**config.mk**
```make
export PLATFORM = sky130hd
export DESIGN_NAME = uart_trans_cfg
export DESIGN_NICKNAME = d
export VERILOG_FILES = /design/src/rtl/uart_trans_cfg.sv
export SDC_FILE = /design/constraint.sdc
export NUM_CORES = 1
export LEC_CHECK = 0
export ABC_AREA = 0
export CORE_UTILIZATION = 40
export DETAILED_ROUTE_END_ITERATION = 10
export PLACE_DENSITY = 0.68
export SLEW_MARGIN = 20
export SYNTH_ARGS = -nofsm -noshare
export SYNTH_HDL_FRONTEND = slang
export SYNTH_SLANG_ARGS = --single-unit
export TNS_END_PERCENT = 10
```
**constraint.sdc**
```tcl
create_clock -name clk -period 5.3 [get_ports clk]
set_clock_uncertainty 0.15 [all_clocks]
set_input_delay 1.59 -clock clk [delete_from_list [all_inputs] [get_ports clk]]
set_output_delay 1.59 -clock clk [all_outputs]
set_load 0.05 [all_outputs]
```
**src/rtl/uart_trans_cfg.sv**
```systemverilog
// UART transmitter with run-time frame format (5-8 data bits, optional parity, 1/2 stop bits),
// ready/busy handshake, FIFO read strobe, end-of-frame pulse and mid-frame abort.
//
// state  | meaning
// IDLE   | line high, ready to accept a character
// START  | start bit (tx=0) for one bit period
// DATA   | shifting out len data bits, LSB first
// PARITY | optional parity bit for one bit period
// STOP   | one or two stop bits (tx=1), done pulse at the end
module uart_trans_cfg #(
  parameter int MAX_DATA_BITS = 8,
  parameter int OVERSAMPLE    = 16
) (
  input  logic                     clk,
  input  logic                     resetN,
  input  logic                     sTick,
  input  logic                     txStart,
  input  logic [MAX_DATA_BITS-1:0] din,
  input  logic [1:0]               lenSel,
  input  logic                     parityEn,
  input  logic                     parityOdd,
  input  logic                     stop2,
  input  logic                     txAbort,
  output logic                     tx,
  output logic                     txReady,
  output logic                     rdTick,
  output logic                     txDoneTick
);

  localparam int         NW     = $clog2(MAX_DATA_BITS);
  localparam logic [3:0] S_LAST = 4'(OVERSAMPLE - 1);

  typedef enum logic [2:0] {IDLE, START, DATA, PARITY, STOP} state_t;

  state_t                   state, state_d;
  logic [3:0]               s_cnt, s_cnt_d;
  logic [NW-1:0]            n_cnt, n_cnt_d, len_m1, len_m1_d, len_sel_m1;
  logic [MAX_DATA_BITS-1:0] shift, shift_d, din_mask;
  logic                     par_en, par_en_d, par_bit, par_bit_d;
  logic                     two_stop, two_stop_d, stop_idx, stop_idx_d;
  logic                     tx_q, tx_d, bit_end;

  assign len_sel_m1 = NW'(lenSel) + NW'(4);
  assign bit_end    = sTick && (s_cnt == S_LAST);
  assign tx         = tx_q;
  assign txReady    = (state == IDLE);

  always_comb begin
    din_mask = '0;
    for (int i = 0; i < MAX_DATA_BITS; i++) din_mask[i] = (i <= int'(len_sel_m1));
  end

  always_comb begin
    state_d    = state;
    s_cnt_d    = s_cnt;
    n_cnt_d    = n_cnt;
    shift_d    = shift;
    len_m1_d   = len_m1;
    par_en_d   = par_en;
    par_bit_d  = par_bit;
    two_stop_d = two_stop;
    stop_idx_d = stop_idx;
    rdTick     = 1'b0;
    txDoneTick = 1'b0;
    if (state != IDLE && sTick) s_cnt_d = bit_end ? 4'd0 : s_cnt + 4'd1;
    case (state)
      IDLE: if (txStart && !txAbort) begin
        rdTick     = 1'b1;
        state_d    = START;
        shift_d    = din;
        len_m1_d   = len_sel_m1;
        par_en_d   = parityEn;
        // parity is fixed at accept so later config changes cannot disturb it
        par_bit_d  = (^(din & din_mask)) ^ parityOdd;
        two_stop_d = stop2;
        s_cnt_d    = '0;
        n_cnt_d    = '0;
        stop_idx_d = 1'b0;
      end
      START: if (bit_end) begin
        state_d = DATA;
        n_cnt_d = '0;
      end
      DATA: if (bit_end) begin
        shift_d = shift >> 1;
        if (n_cnt == len_m1) state_d = par_en ? PARITY : STOP;
        else                 n_cnt_d = n_cnt + NW'(1);
      end
      PARITY: if (bit_end) begin
        state_d    = STOP;
        stop_idx_d = 1'b0;
      end
      STOP: if (bit_end) begin
        if (two_stop && !stop_idx) stop_idx_d = 1'b1;
        else begin
          txDoneTick = 1'b1;
          state_d    = IDLE;
        end
      end
      default: state_d = IDLE;
    endcase
    if (txAbort && state != IDLE) begin
      state_d    = IDLE;
      s_cnt_d    = '0;
      n_cnt_d    = '0;
      stop_idx_d = 1'b0;
      txDoneTick = 1'b0;
    end
    // tx is registered from the next state, giving one clock of latency after accept
    case (state_d)
      START:   tx_d = 1'b0;
      DATA:    tx_d = shift_d[0];
      PARITY:  tx_d = par_bit;
      default: tx_d = 1'b1;
    endcase
  end

  always_ff @(posedge clk or negedge resetN) begin
    if (!resetN) begin
      state    <= IDLE;
      s_cnt    <= '0;
      n_cnt    <= '0;
      shift    <= '0;
      len_m1   <= '0;
      par_en   <= 1'b0;
      par_bit  <= 1'b0;
      two_stop <= 1'b0;
      stop_idx <= 1'b0;
      tx_q     <= 1'b1;
    end else begin
      state    <= state_d;
      s_cnt    <= s_cnt_d;
      n_cnt    <= n_cnt_d;
      shift    <= shift_d;
      len_m1   <= len_m1_d;
      par_en   <= par_en_d;
      par_bit  <= par_bit_d;
      two_stop <= two_stop_d;
      stop_idx <= stop_idx_d;
      tx_q     <= tx_d;
    end
  end

endmodule
```
==> metrics.yaml, run 1 <==
power:
  power.density_mw_per_mm2: 378
  pwr-share-comb: 0.365
  p_leak_nw: 0.757
  switching_share: 0.373
  p_sw_uw: 253
  power_frac_seq: 0.469
  p_clk_frac: 0.166
  ir_drop_mv: 0.173
  p_int_uw: 425
detailed_routing:
  viasPerCell: 5.56
  ant_nets: 0
  drt-initial-drc-count: 48
  top_layer_used: "met4"
  num_vias: 1289
  firstDrtPassIters: 4
  wire_per_inst_microns: 14.4
  wl_met1_mm: 1.49
  wl_met2_mm: 1.70
  route.met3.wl_microns: 110
  routed_wl_mm: 3.34
  drc: 0
final_layout:
  regArea_sq_um: 652
  diodes: 0
  area_delta_synth_final_pct: 21.1
  drive_gt1_frac: 0.0860
  stdcell_count: 232
  nFillCells: 323
  fin_area_sq_mm: 0.00179
  multiInputGateArea_sq_um: 762
  layout.nets: 207
global_routing:
  grt_use_total: 0.178
  antenna_found_initial: 0
  grt_max_degree: 25
  grt_pass1_vias: 1362
  grt.overflow.total: 0
  grt_pass1_wl_mm: 5.63
timing:
  fin_crit_sh: 0.918
  worst_pin_slew_ns: 0.676
  fmax_ghz: 0.205
  slew_headroom: 0.547
  holdWs_ns: 0.344
  fin_setup_tns_ns: 0
  drv_slew: 0
  setup_viol: 0
  layout_min_cycle_time_ns: 4.87
  rsz0062_at_grt: "no"
  hold_violations: 0
worst_setup_path:
  crit_required_ns: 3.56
  cp_max_fo: 11
  reg2reg_slack_ns: 2.87
  crit_buf_inv: 3
  path_class: "in -> out"
  r2r_cells: 7
  cp_slowest_stage_delay_ns: 0.60
  critical_path.top_delay_family: "buffers and inverters"
  start_kind: "input port"
  slowest_stage: "clkdlybuf4s50_1"
  regToRegEndpoint: "tx$_DFF_PN1_"
  r2r-start: "state[2]$_DFF_PN0_"
  cp.arrival_ns: 3.13
  end_kind: "output port"
  cp_cell_sequence: "clkdlybuf4s50_1 > nor4_1 > nand2_2 > clkinv_1 > buf_12"
place:
  place_area_sq_mm: 0.00175
  portBuffers: 21
  place_inst: 228
  place_congestion: 0.768
  hpwl_mm: 2.56
hold_path:
  holdCritStartpoint: "shift[3]$_DFFE_PN0P_"
  whs_endpoint: "shift[3]$_DFFE_PN0P_"
  min_path_type: "reg -> reg"
  holdPathStages: 2
clocking:
  numCtsBuffers: 3
  cts-htree-levels: 1
  postCtsSetupRepairBufs: 0
  cts_max_path_buffers: 2
  cts_tree: "done"
  postCtsHoldBufs: 0
  postCtsResizedCells: 0
  clock_latency_ns: 0.27
  root_buffer: "clkbuf_8"
  clkTransAtPathRegs_ns: 0.09
  clock-sinks: 26
yosys:
  syn_area_per_cell_sq_um: 8.98
  yosysTopAreaCell: "dfrtp_1"
  synth_edf_count: 0
  synth_top_area_frac: 0.422
  yosysSeqAreaShare: 0.440
  synth_ff_type: "dfrtp_1"
  netlist_top_cells_area: "dfrtp_1 (42%), nand2_1 (8.4%), xnor2_1 (4.7%)"
  yosysWarningCount: 0
  synth_nets: 185
  synthCells: 165
  synth_area_sq_mm: 0.00148
  async_flop_share: 1.00
  ys_types: 45
  ys_ff_latch: 26
floorplanning:
  dieArea_sq_mm: 0.00395
  rows: 21
  io_pins: 22
  start_util: 0.430
  coreArea_sq_mm: 0.00344
  die_x_microns: 62.9
  die_h_microns: 62.9
run:
  maxCapViolations: 0
outcome:
  status: "finished, final reports clean"
## cell usage in the layout (no fill, tap or decap), drive strengths merged, types with 2 or more instances in the layout
master / instances
nand2: 34
dfrtp: 25
clkdlybuf4s50: 18
o21ai: 12
xnor2: 8
inv: 7
nor2: 7
a22oi: 6
buf: 6
or3: 5
xor2: 4
nand3: 4
a21oi: 4
mux2i: 4
clkbuf: 4
nand2b: 3
o211ai: 3
nor3: 3
nor4: 2
or2: 2
nor2b: 2
o21a: 2
ha: 2
and3: 2
## how the worst max path moves through the flow
stage | startpoint | to | slack, ns | depth (start not counted)
2_1_floorplan | sTick | txDoneTick | 0.78 | 5
3_3_place_gp | txAbort | rdTick | 0.57 | 5
3_5_place_dp | txAbort | rdTick | 0.46 | 5
4_1_cts | txAbort | rdTick | 0.45 | 5
5_1_grt | txAbort | rdTick | 0.35 | 5
6_report | txAbort | rdTick | 0.43 | 5
## area by class of cell
type | count | share of cell area
inverters | 8 | 0.0167
repair buffers | 24 | 0.138
well taps | 46 | 0.0321
multi-input cells | 124 | 0.425
flip-flops and latches | 26 | 0.363
clock buffers | 4 | 0.0251
## cells in the mapped netlist (2+ instances only)
cell and count:
nand2_1 33, dfrtp_1 25, o21ai_0 12, xnor2_1 8, inv_1 7, nor2_1 7
a22oi_1 6, a21oi_1 4, mux2i_1 4, nand3_1 4, or3_1 4, xor2_1 4
buf_2 3, nand2b_1 3, o211ai_1 3, buf_4 2, clkbuf_1 2, ha_1 2
nor2b_1 2, nor3_1 2, nor4_1 2, o21a_1 2, or2_2 2
## power by group through the flow
stage / registers (mW) / clock network (mW) / logic (mW)
after floorplan: 0.312 / 0 / 0.173
after global placement: 0.317 / 0 / 0.235
after CTS: 0.316 / 0.118 / 0.249
after detailed placement: 0.320 / 0 / 0.248
after global routing: 0.326 / 0.126 / 0.274
final: 0.318 / 0.113 / 0.247
## per-stage QoR
stage                     power (mW)   util  worst slack, ns
final                          0.677  0.521            0.432
after global routing           0.727  0.521            0.349
after CTS                      0.683  0.523            0.452
after detailed placement       0.568  0.510            0.462
after global placement         0.552  0.510            0.572
after floorplan                0.485      -            0.780
## cell families (layout without fill, tap and decap cells)
family,count (synthesis),count (layout),synth area share
simple gates,68,68,0.225
flops,26,26,0.440
fa+ha+maj,3,3,0.0236
mux,4,4,0.0270
xor+xnor,12,12,0.0709
buf+inv,15,36,0.0456
compound gates,37,37,0.168
## metal layers
| layer | track usage | up-vias |
|---|---|---|
| met5 | 0 | - |
| met2 | 0.332 | 33 |
| met3 | 0.0310 | 6 |
| li1 | - | 619 |
| met1 | 0.197 | 631 |
| met4 | 0.0698 | 0 |
## flip-flops by register name, indices dropped and copies added (netlist names)
name / flops
stop_idx: 1
par_en: 1
tx: 1
state: 3
shift: 8
par_bit: 1
n_cnt: 3
s_cnt: 4
len_m1: 3
two_stop: 1
## worst reg2reg max path, cell delays in order, from the launching register on
cell and delay, ns:
dfrtp_1 0.51, nor4_1 0.50, nand2_2 0.22, clkinv_1 0.15
buf_4 0.21, o32ai_1 0.14, o311ai_1 0.28, o211ai_1 0.17
Power figures use the tool's default switching activity.
==> run 2: changes to the inputs <==
Settings changed: ABC_AREA 0 to unset, MAX_ROUTING_LAYER set to met4.
==> run 2 against run 1 <==
Highest routed layer unchanged. Clock power is essentially flat. Largest cell class unchanged. Global-route usage rose by 0.55 points. Largest power group unchanged. Die area unchanged. First-iteration DRC count rose by 2.1%. Critical path type unchanged. Cell count is the same. Critical path depth unchanged. Worst setup slack improved by 0.0042 ns. Worst hold slack gained 0.0011 ns. Via count up 0.78%.
==> metrics.yaml, run 2 (synthesis results as in run 1) <==
clocking:
  postCtsResizedCells: 0  # unchanged
  clock-sinks: 26  # unchanged
  postCtsHoldBufs: 0  # unchanged
  root_buffer: "clkbuf_8"  # unchanged
  clkTransAtPathRegs_ns: 0.09  # about the same
  clock_latency_ns: 0.27  # about the same
  cts_tree: "done"  # unchanged
  postCtsSetupRepairBufs: 0  # unchanged
  cts_max_path_buffers: 2  # unchanged
  cts-htree-levels: 1  # unchanged
  numCtsBuffers: 3  # unchanged
detailed_routing:
  num_vias: 1299  # was 1,289
  viasPerCell: 5.60  # was 5.56
  wl_met2_mm: 1.69  # was 1.70 mm
  drt-initial-drc-count: 49  # was 48
  top_layer_used: "met4"  # unchanged
  firstDrtPassIters: 4  # unchanged
  drc: 0  # unchanged
  wl_met1_mm: 1.49  # about the same
  wire_per_inst_microns: 14.4  # about the same
  ant_nets: 0  # unchanged
  route.met3.wl_microns: 106  # was 110 microns
  routed_wl_mm: 3.35  # was 3.34 mm
timing:
  fin_crit_sh: 0.918  # about the same
  setup_viol: 0  # unchanged
  rsz0062_at_grt: "no"  # unchanged
  fmax_ghz: 0.206  # was 0.205 GHz
  slew_headroom: 0.548  # was 0.547
  layout_min_cycle_time_ns: 4.86  # was 4.87 ns
  hold_violations: 0  # unchanged
  worst_pin_slew_ns: 0.674  # was 0.676 ns
  fin_setup_tns_ns: 0  # unchanged
  drv_slew: 0  # unchanged
hold_path:
  min_path_type: "reg -> reg"  # unchanged
final_layout:
  nFillCells: 323  # unchanged
  drive_gt1_frac: 0.0860  # unchanged
  layout.nets: 207  # unchanged
  final_common_cell: "nand2_1"  # unchanged
  largest_register_ffs: 8  # unchanged
  diodes: 0  # unchanged
  area_delta_synth_final_pct: 21.1  # unchanged
  reg_top3: "shift x8, s_cnt x4"  # unchanged
  regMostFlops: "shift"  # unchanged
  final_cell_mix: "nand2_1 (33), dfrtp_1 (25), clkdlybuf4s50_1 (18), o21ai_0 (12), xnor2_1 (8)"  # unchanged
global_routing:
  antenna_found_initial: 0  # unchanged
  grt.overflow.total: 0  # unchanged
  grt_use_total: 0.183  # was 0.178
  grt_pass1_wl_mm: 5.64  # was 5.63 mm
  grt_pass1_vias: 1359  # was 1,362
  grt_max_degree: 25  # unchanged
floorplanning:
  die_h_microns: 62.9  # unchanged
  die_x_microns: 62.9  # unchanged
  dieArea_sq_mm: 0.00395  # unchanged
  start_util: 0.430  # unchanged
  io_pins: 22  # unchanged
  rows: 21  # unchanged
  coreArea_sq_mm: 0.00344  # unchanged
worst_setup_path:
  crit_required_ns: 3.56  # about the same
  start_kind: "input port"  # unchanged
  crit_buf_inv: 3  # unchanged
  cp.arrival_ns: 3.12  # was 3.13 ns
  path_class: "in -> out"  # unchanged
  slowest_stage: "clkdlybuf4s50_1"  # unchanged
  cp_slowest_stage_delay_ns: 0.60  # about the same
  cp_cell_sequence: "clkdlybuf4s50_1 > nor4_1 > nand2_2 > clkinv_1 > buf_12"  # unchanged
  end_kind: "output port"  # unchanged
  critical_path.top_delay_family: "buffers and inverters"  # unchanged
  cp_max_fo: 11  # unchanged
place:
  portBuffers: 21  # unchanged
  place_congestion: 0.778  # was 0.768
  hpwl_mm: 2.56  # unchanged
power:
  p_sw_uw: 253  # about the same
  pwr-share-comb: 0.365  # about the same
  power.density_mw_per_mm2: 378  # about the same
  ir_drop_mv: 0.172  # was 0.173 mV
  power_frac_seq: 0.469  # about the same
  p_clk_frac: 0.166  # about the same
  p_leak_nw: 0.757  # unchanged
  finalPower_uw: 678  # was 677 uW
  p_int_uw: 425  # about the same
  switching_share: 0.373  # about the same
run:
  maxCapViolations: 0  # unchanged
outcome:
  status: "finished, final reports clean"  # unchanged
-- run 2: cell counts in the layout (fill, tap and decap cells not counted) --
No cell type changed its count.
-- run 2: worst register-to-register path: cells and delay by family, from the launching register on --
family	cells	cell delay, ns
AOI/OAI and AO/OA	3	0.59
DFF	1	0.51
buffers and inverters	2	0.36
and+or+nand+nor	2	0.72
-- run 2: final cells by class --
class | instances | area, sq um | share of cell area
well taps | 46 | 57.6 | 0.0321
clock buffers | 4 | 45.0 | 0.0251
repair buffers | 24 | 248 | 0.138
multi-input cells | 124 | 762 | 0.425
inverters | 8 | 30.0 | 0.0167
flip-flops and latches | 26 | 652 | 0.363
-- run 2: path summary, 6_finish.rpt --
check / startpoint / endpoint / slack, ns / cells past startpoint
min in group asynchronous: resetN / s_cnt[0]$_DFF_PN0_ / 1.15 / 1
max in group asynchronous: resetN / par_bit$_DFFE_PN0P_ / 3.38 / 2
hold reg to reg: shift[3]$_DFFE_PN0P_ / shift[3]$_DFFE_PN0P_ / 0.34 / 2
hold / removal: shift[3]$_DFFE_PN0P_ / shift[3]$_DFFE_PN0P_ / 0.34 / 2
setup / recovery: txAbort / rdTick / 0.44 / 5
setup reg to reg: state[2]$_DFF_PN0_ / tx$_DFF_PN1_ / 2.87 / 7
-- run 2: power by group through the flow --
stage	Clock (mW)	Combinational, mW	Sequential (mW)
final	0.113	0.247	0.318
after global routing	0.126	0.274	0.326
after CTS	0.118	0.249	0.316
after detailed placement	0	0.248	0.320
after global placement	0	0.235	0.317
after floorplan	0	0.173	0.312
-- run 2: routing by layer --
layer  global-route usage  vias up
met5                    -        -
met4               0.0698        0
met3               0.0292       10
met2                0.332       35
met1                0.200      635
li1                     -      619
-- run 2: metrics by stage --
| step | instances | hold slack, ns | area (sq um) | util | setup slack [ns] |
|---|---|---|---|---|---|
| 3_5_place_dp | 228 | 0.321 | 1750 | 0.510 | 0.462 |
| 2_1_floorplan | 165 | 0.296 | 1480 | - | 0.780 |
| 5_1_grt | 232 | 0.375 | 1790 | 0.521 | 0.349 |
| 6_report | 232 | 0.345 | 1790 | 0.521 | 0.436 |
| 4_1_cts | 232 | 0.344 | 1800 | 0.523 | 0.452 |
| 3_3_place_gp | 228 | 0.314 | 1750 | 0.510 | 0.572 |
